[src/rtl/vga_pkg.sv]
// VGA timing shared types and default 640x480 timing.
// Default and helper values for vga_timing / vga_lock_gate.
package vga_pkg;

  localparam int unsigned H_ACTIVE_DEF = 640;
  localparam int unsigned H_FP_DEF     = 16;
  localparam int unsigned H_SYNC_DEF   = 96;
  localparam int unsigned H_BP_DEF     = 48;
  localparam int unsigned V_ACTIVE_DEF = 480;
  localparam int unsigned V_FP_DEF     = 10;
  localparam int unsigned V_SYNC_DEF   = 2;
  localparam int unsigned V_BP_DEF     = 33;

  typedef enum logic [1:0] {
    WAIT_LOCK,
    SETTLE,
    RUN
  } state_e;

  function automatic int unsigned h_total(
    input int unsigned act,
    input int unsigned fp,
    input int unsigned sync,
    input int unsigned bp
  );
    return act + fp + sync + bp;
  endfunction

  function automatic int unsigned v_total(
    input int unsigned act,
    input int unsigned fp,
    input int unsigned sync,
    input int unsigned bp
  );
    return act + fp + sync + bp;
  endfunction

endpackage

[src/rtl/vga_lock_gate.sv]
// PLL lock synchronizer, settle delay and run-enable FSM.
// run_o drops as soon as synced lock falls, ahead of the FSM.
module vga_lock_gate
  import vga_pkg::*;
#(
  parameter int unsigned SETTLE_CYC = 16
) (
  input  logic clk_i,
  input  logic rst_n_i,
  input  logic pll_lock_i,
  output logic run_o
);

  localparam int unsigned CW =
    (SETTLE_CYC > 1) ? $clog2(SETTLE_CYC) : 1;

  logic          sync1_q;
  logic          sync2_q;
  state_e        state_q;
  logic [CW-1:0] cnt_q;
  logic          run_q;

  // Two-flop synchronizer for the asynchronous lock.
  always_ff @(posedge clk_i or negedge rst_n_i) begin
    if (!rst_n_i) begin
      sync1_q <= 1'b0;
      sync2_q <= 1'b0;
    end else begin
      sync1_q <= pll_lock_i;
      sync2_q <= sync1_q;
    end
  end

  // Lock/settle/run FSM; the lock-seen edge counts as settle clock one.
  always_ff @(posedge clk_i or negedge rst_n_i) begin
    if (!rst_n_i) begin
      state_q <= WAIT_LOCK;
      cnt_q   <= '0;
      run_q   <= 1'b0;
    end else if (!sync2_q) begin
      state_q <= WAIT_LOCK;
      cnt_q   <= '0;
      run_q   <= 1'b0;
    end else begin
      case (state_q)
        WAIT_LOCK: begin
          if (SETTLE_CYC <= 1) begin
            state_q <= RUN;
            run_q   <= 1'b1;
          end else begin
            state_q <= SETTLE;
            cnt_q   <= CW'(1);
          end
        end
        SETTLE: begin
          if (cnt_q == CW'(SETTLE_CYC - 1)) begin
            state_q <= RUN;
            run_q   <= 1'b1;
          end else begin
            cnt_q <= cnt_q + 1'b1;
          end
        end
        RUN: begin
          run_q <= 1'b1;
        end
        default: begin
          state_q <= WAIT_LOCK;
          run_q   <= 1'b0;
        end
      endcase
    end
  end

  assign run_o = run_q & sync2_q;

endmodule

[src/rtl/vga_timing.sv]
// VGA timing generator: counters, sync/valid decode, strobes.
// VGA_TIMING_FRAME_CNT_EN adds an 8-bit frame counter port.
module vga_timing
  import vga_pkg::*;
#(
  parameter int unsigned H_ACTIVE   = H_ACTIVE_DEF,
  parameter int unsigned H_FP       = H_FP_DEF,
  parameter int unsigned H_SYNC     = H_SYNC_DEF,
  parameter int unsigned H_BP       = H_BP_DEF,
  parameter int unsigned V_ACTIVE   = V_ACTIVE_DEF,
  parameter int unsigned V_FP       = V_FP_DEF,
  parameter int unsigned V_SYNC     = V_SYNC_DEF,
  parameter int unsigned V_BP       = V_BP_DEF,
  parameter logic        SYNC_POL   = 1'b0,
  parameter int unsigned SETTLE_CYC = 16,
  localparam int unsigned H_TOTAL =
    h_total(H_ACTIVE, H_FP, H_SYNC, H_BP),
  localparam int unsigned V_TOTAL =
    v_total(V_ACTIVE, V_FP, V_SYNC, V_BP),
  localparam int unsigned HW = $clog2(H_TOTAL),
  localparam int unsigned VW = $clog2(V_TOTAL)
) (
  input  logic          clk_i,
  input  logic          rst_n_i,
  input  logic          pll_lock_i,
  output logic          hsync_o,
  output logic          vsync_o,
  output logic          valid_o,
  output logic [HW-1:0] col_o,
  output logic [VW-1:0] row_o,
  output logic          line_start_o,
  output logic          frame_start_o,
  output logic          running_o
`ifdef VGA_TIMING_FRAME_CNT_EN
  ,output logic [7:0]   frame_cnt_o
`endif
);

  localparam int unsigned HS_LO = H_ACTIVE + H_FP;
  localparam int unsigned HS_HI = H_ACTIVE + H_FP + H_SYNC - 1;
  localparam int unsigned VS_LO = V_ACTIVE + V_FP;
  localparam int unsigned VS_HI = V_ACTIVE + V_FP + V_SYNC - 1;

  logic          run;
  logic [HW-1:0] hcnt_d;
  logic [VW-1:0] vcnt_d;
  logic          hs_d;
  logic          vs_d;
  logic          valid_d;
  logic          ls_d;
  logic          fs_d;

  vga_lock_gate #(
    .SETTLE_CYC(SETTLE_CYC)
  ) u_gate (
    .clk_i     (clk_i),
    .rst_n_i   (rst_n_i),
    .pll_lock_i(pll_lock_i),
    .run_o     (run)
  );

  // Next pixel position; first RUN cycle and idle both give 0,0.
  always_comb begin
    hcnt_d = '0;
    vcnt_d = '0;
    if (run && running_o) begin
      if (col_o == HW'(H_TOTAL - 1)) begin
        hcnt_d = '0;
        if (row_o == VW'(V_TOTAL - 1)) vcnt_d = '0;
        else vcnt_d = row_o + 1'b1;
      end else begin
        hcnt_d = col_o + 1'b1;
        vcnt_d = row_o;
      end
    end
  end

  // Decode of the next position so outputs register together.
  always_comb begin
    hs_d    = run && hcnt_d >= HW'(HS_LO)
                  && hcnt_d <= HW'(HS_HI);
    vs_d    = run && vcnt_d >= VW'(VS_LO)
                  && vcnt_d <= VW'(VS_HI);
    valid_d = run && hcnt_d < HW'(H_ACTIVE)
                  && vcnt_d < VW'(V_ACTIVE);
    ls_d    = run && hcnt_d == '0;
    fs_d    = run && hcnt_d == '0 && vcnt_d == '0;
  end

  // Registered timing outputs.
  always_ff @(posedge clk_i or negedge rst_n_i) begin
    if (!rst_n_i) begin
      hsync_o       <= ~SYNC_POL;
      vsync_o       <= ~SYNC_POL;
      valid_o       <= 1'b0;
      col_o         <= '0;
      row_o         <= '0;
      line_start_o  <= 1'b0;
      frame_start_o <= 1'b0;
      running_o     <= 1'b0;
    end else begin
      hsync_o       <= hs_d ? SYNC_POL : ~SYNC_POL;
      vsync_o       <= vs_d ? SYNC_POL : ~SYNC_POL;
      valid_o       <= valid_d;
      col_o         <= hcnt_d;
      row_o         <= vcnt_d;
      line_start_o  <= ls_d;
      frame_start_o <= fs_d;
      running_o     <= run;
    end
  end

`ifdef VGA_TIMING_FRAME_CNT_EN
  // Frame counter: bumps after each frame start, clears when idle.
  always_ff @(posedge clk_i or negedge rst_n_i) begin
    if (!rst_n_i) begin
      frame_cnt_o <= 8'd0;
    end else if (!run) begin
      frame_cnt_o <= 8'd0;
    end else if (frame_start_o) begin
      frame_cnt_o <= frame_cnt_o + 8'd1;
    end
  end
`endif

endmodule
[config.mk]
export PLATFORM = sky130hd
export DESIGN_NAME = vga_timing
export DESIGN_NICKNAME = d
export VERILOG_FILES = /design/src/rtl/vga_pkg.sv /design/src/rtl/vga_lock_gate.sv /design/src/rtl/vga_timing.sv
export SDC_FILE = /design/constraint.sdc
export NUM_CORES = 1
export LEC_CHECK = 0
export BUFFER_PORTS_ARGS = -buffer_cell sky130_fd_sc_hd__buf_2
export CAP_MARGIN = 20
export CELL_PAD_IN_SITES_DETAIL_PLACEMENT = 1
export CELL_PAD_IN_SITES_GLOBAL_PLACEMENT = 1
export CORE_ASPECT_RATIO = 1.5
export CORE_MARGIN = 4
export CORE_UTILIZATION = 41
export CTS_BUF_LIST = sky130_fd_sc_hd__clkbuf_8
export CTS_CLUSTER_SIZE = 28
export DETAILED_ROUTE_END_ITERATION = 6
export PLACE_DENSITY = 0.9
export SYNTH_ARGS = -nofsm -noshare
export SYNTH_HDL_FRONTEND = slang
export SYNTH_SLANG_ARGS = --single-unit
[constraint.sdc]
create_clock -name clk_i -period 2.41 [get_ports clk_i]
set_input_delay 0.482 -clock clk_i [delete_from_list [all_inputs] [get_ports clk_i]]
set_output_delay 0.482 -clock clk_i [all_outputs]
set_load 0.05 [all_outputs]
==> qor.yml <==
routed_wl_mm: 6.87
synth.most_common_cell: "dfrtp_1"
setup_tns_ns: 0
rows: 31
drive_gt1_share_pct: 30.1
grt_pass1_vias: 2104
cts.clk_slew.worst_paths_ns: 0.07
yosys_most_used_dff: "dfrtp_1"
grt.overflow.total: 0
p_seq_share_pct: 49.1
clock_path_buffers: 2
ys_ff_latch: 35
nFillCells: 590
fin_crit_sh_pct: 99.8
avgViaCountPerCell: 5.87
drtIter0Drc: 107
clkPwrFrac_pct: 30.1
switching_share_pct: 32.0
arrival_ns: 2.60
synth-edff-count: 0
antenna_found_initial: 0
cts_buffers: 5
synth_warnings: 0
fmax_mhz: 416
clock-sinks: 35
hold-worst-slack_ns: 0.292
synth_cell_types: 43
root_buffer: "clkbuf_8"
synthTopCellsByCount: "dfrtp_1, nor2_1, nand2_1"
die_h_um: 95.0
ys_top_cells_by_area: "dfrtp_1, ha_1, nor2_1, xnor2_1, nand2_1"
hold_class: "in2async"
worst_slew_pin_slew_ns: 0.836
htree_levels: 2
port_buffers: 28
setup_viol: 0
synth_top_area_share_pct: 39.9
netlist_area_um2: 2070
synth_top_area_cell: "dfrtp_1"
antenna_left: 0
dr.pass1.iters: 4
tritoncts: "done"
grt_max_degree: 36
yosysSeqAreaShare_pct: 42.4
p_comb_share_pct: 20.7
hpwl_mm: 4.61
design.portCount: 29
slew_violations: 0
fin_worst_skew_ns: 0.0108
synth.avg_cell_area_um2: 9.04
p_per_area_nw_per_um2: 522
cap_violations: 0
initial_core_util_pct: 42.7
grt_usage_pct: 21.4
power.switching_uw: 434
nets: 289
fin_crit_ns: 2.40
core_um2: 4850
synth-async-reset-ratio_pct: 100
cp_data_required_time_ns: 2.61
gp_congestion: 0.890
internal_power_uw: 921
die_area_um2: 6280
hold_viol_final: 0
path_max_fanout: 7
die_width_um: 66.0
clock_latency_ns: 0.29
area_delta_synth_final_pct: 25.3
ir_drop_mv: 0.318
wl_per_cell_um: 19.9
drc: 0
rsz0062_at_grt: "true"
n_antenna_cell: 0
status: "finished clean"
critPathLaunchType: "flop"
end_kind: "flop"
slew_headroom_pct: 44.3
vias: 2024
syn-num-nets: 240
syn-instance-count: 229
grt_pass1_wl_mm: 10.2
crit_type: "reg2reg"
p_leak_uw: 0.00112
==> timing repair <==
item / 4_1_cts / 5_1_grt
hold buffers: 0 / 0
pin swaps: 1 / 3
cloned: 0 / 0
setup buffers: 1 / 3
endpoints found under the setup margin: 3 / 3
gates resized for setup: 1 / 13
==> cell families after synthesis <==
| kind of cell | synth area share, % |
|---|---|
| AOI/OAI and AO/OA | 13.3 |
| DFF | 42.4 |
| adders and majority gates | 4.83 |
| xor gates and xnor gates | 7.61 |
| buffers and inverters | 4.41 |
| and+or+nand+nor | 25.4 |
| muxes | 1.99 |
==> power groups by stage <==
stage	combinational (uW)	clock, uW	sequential [uW]
6_report	281	408	666
5_1_grt	310	444	670
4_1_cts	281	414	665
3_5_place_dp	279	0	676
3_3_place_gp	261	0	672
2_1_floorplan	155	0	704
==> flip-flops by register name, summed over array words and instances, names as in the netlist <==
name / count
u_gate.state_q: 2
valid_o: 1
frame_start_o: 1
hsync_o: 1
u_gate.run_q: 1
u_gate.sync2_q: 1
line_start_o: 1
col_o: 10
u_gate.cnt_q: 4
row_o: 10
running_o: 1
vsync_o: 1
u_gate.sync1_q: 1
==> worst paths after layout <==
| path | to | cells past startpoint | from | slack (ns) |
|---|---|---|---|---|
| setup reg to reg | valid_o | 8 | col_o[1] | 0.006 |
| hold / removal | u_gate.cnt_q[3] | 1 | rst_n_i | 0.29 |
| setup / recovery | valid_o | 8 | col_o[1] | 0.006 |
| max in group asynchronous | col_o[1] | 1 | rst_n_i | 1.53 |
| min in group clk_i | u_gate.sync1_q | 1 | pll_lock_i | 0.30 |
| hold reg to reg | u_gate.sync2_q | 0 | u_gate.sync1_q | 0.35 |
==> cells in the final DEF (no fill, tap or decap), types with 2 or more instances in the layout <==
cell type   n
buf_2      28
dfrtp_1    27
nor2_1     24
buf_4      24
nand2_1    21
inv_1      13
a21oi_1    13
o21ai_0    11
nand3_1    10
xnor2_1     9
nor3_1      9
xor2_1      8
ha_1        6
dfrtp_2     6
nand4_1     5
a31oi_1     5
clkbuf_8    5
and4_1      3
or2_2       3
and3_1      3
nor4_1      3
mux2i_1     3
a21boi_0    3
nor2b_1     2
nand2b_1    2
nor4_2      2
o31ai_1     2
or4_4       2
o211ai_1    2
ha_4        2
dfstp_2     2
==> layer usage <==
| layer | global-route usage [%] | part of all wire [%] |
|---|---|---|
| met4 | 9.15 | 2.5 |
| met2 | 40.7 | 57 |
| met1 | 22.3 | 37 |
| met3 | 4.36 | 4.3 |
| met5 | 0 | 0 |
==> cell type report <==
type | instances | area, um^2 | share of cell area, %
Multi-Input combinational cell | 173 | 1180 | 45.6
Sequential cell | 35 | 886 | 34.1
Timing Repair Buffer | 52 | 320 | 12.3
Tap cell | 66 | 82.6 | 3.18
Clock buffer | 5 | 68.8 | 2.65
Inverter | 11 | 41.3 | 1.59
Clock inverter | 3 | 12.5 | 0.482
==> stage by stage <==
| stage | setup WS, ns | util (%) | instances | total power, uW | instance area, um^2 |
|---|---|---|---|---|---|
| after global placement | 0.150 | 49.7 | 333 | 933 | 2410 |
| after CTS | 0.00329 | 51.6 | 342 | 1360 | 2500 |
| after floorplan | -0.0853 | - | 229 | 859 | 2100 |
| after global routing | -0.140 | 53.5 | 345 | 1420 | 2590 |
| final | 0.00559 | 53.5 | 345 | 1360 | 2590 |
| after detailed placement | -0.0204 | 49.7 | 333 | 954 | 2410 |
==> worst max-delay path, cell delays in order (launching register included) <==
cell and delay, ns:
dfrtp_2 0.42, ha_4 0.20, nand4_1 0.21, buf_4 0.22
nor4_2 0.33, nand2_1 0.17, xor2_1 0.23, and4bb_1 0.29
nor4_2 0.26
Power figures use the tool's default switching activity.
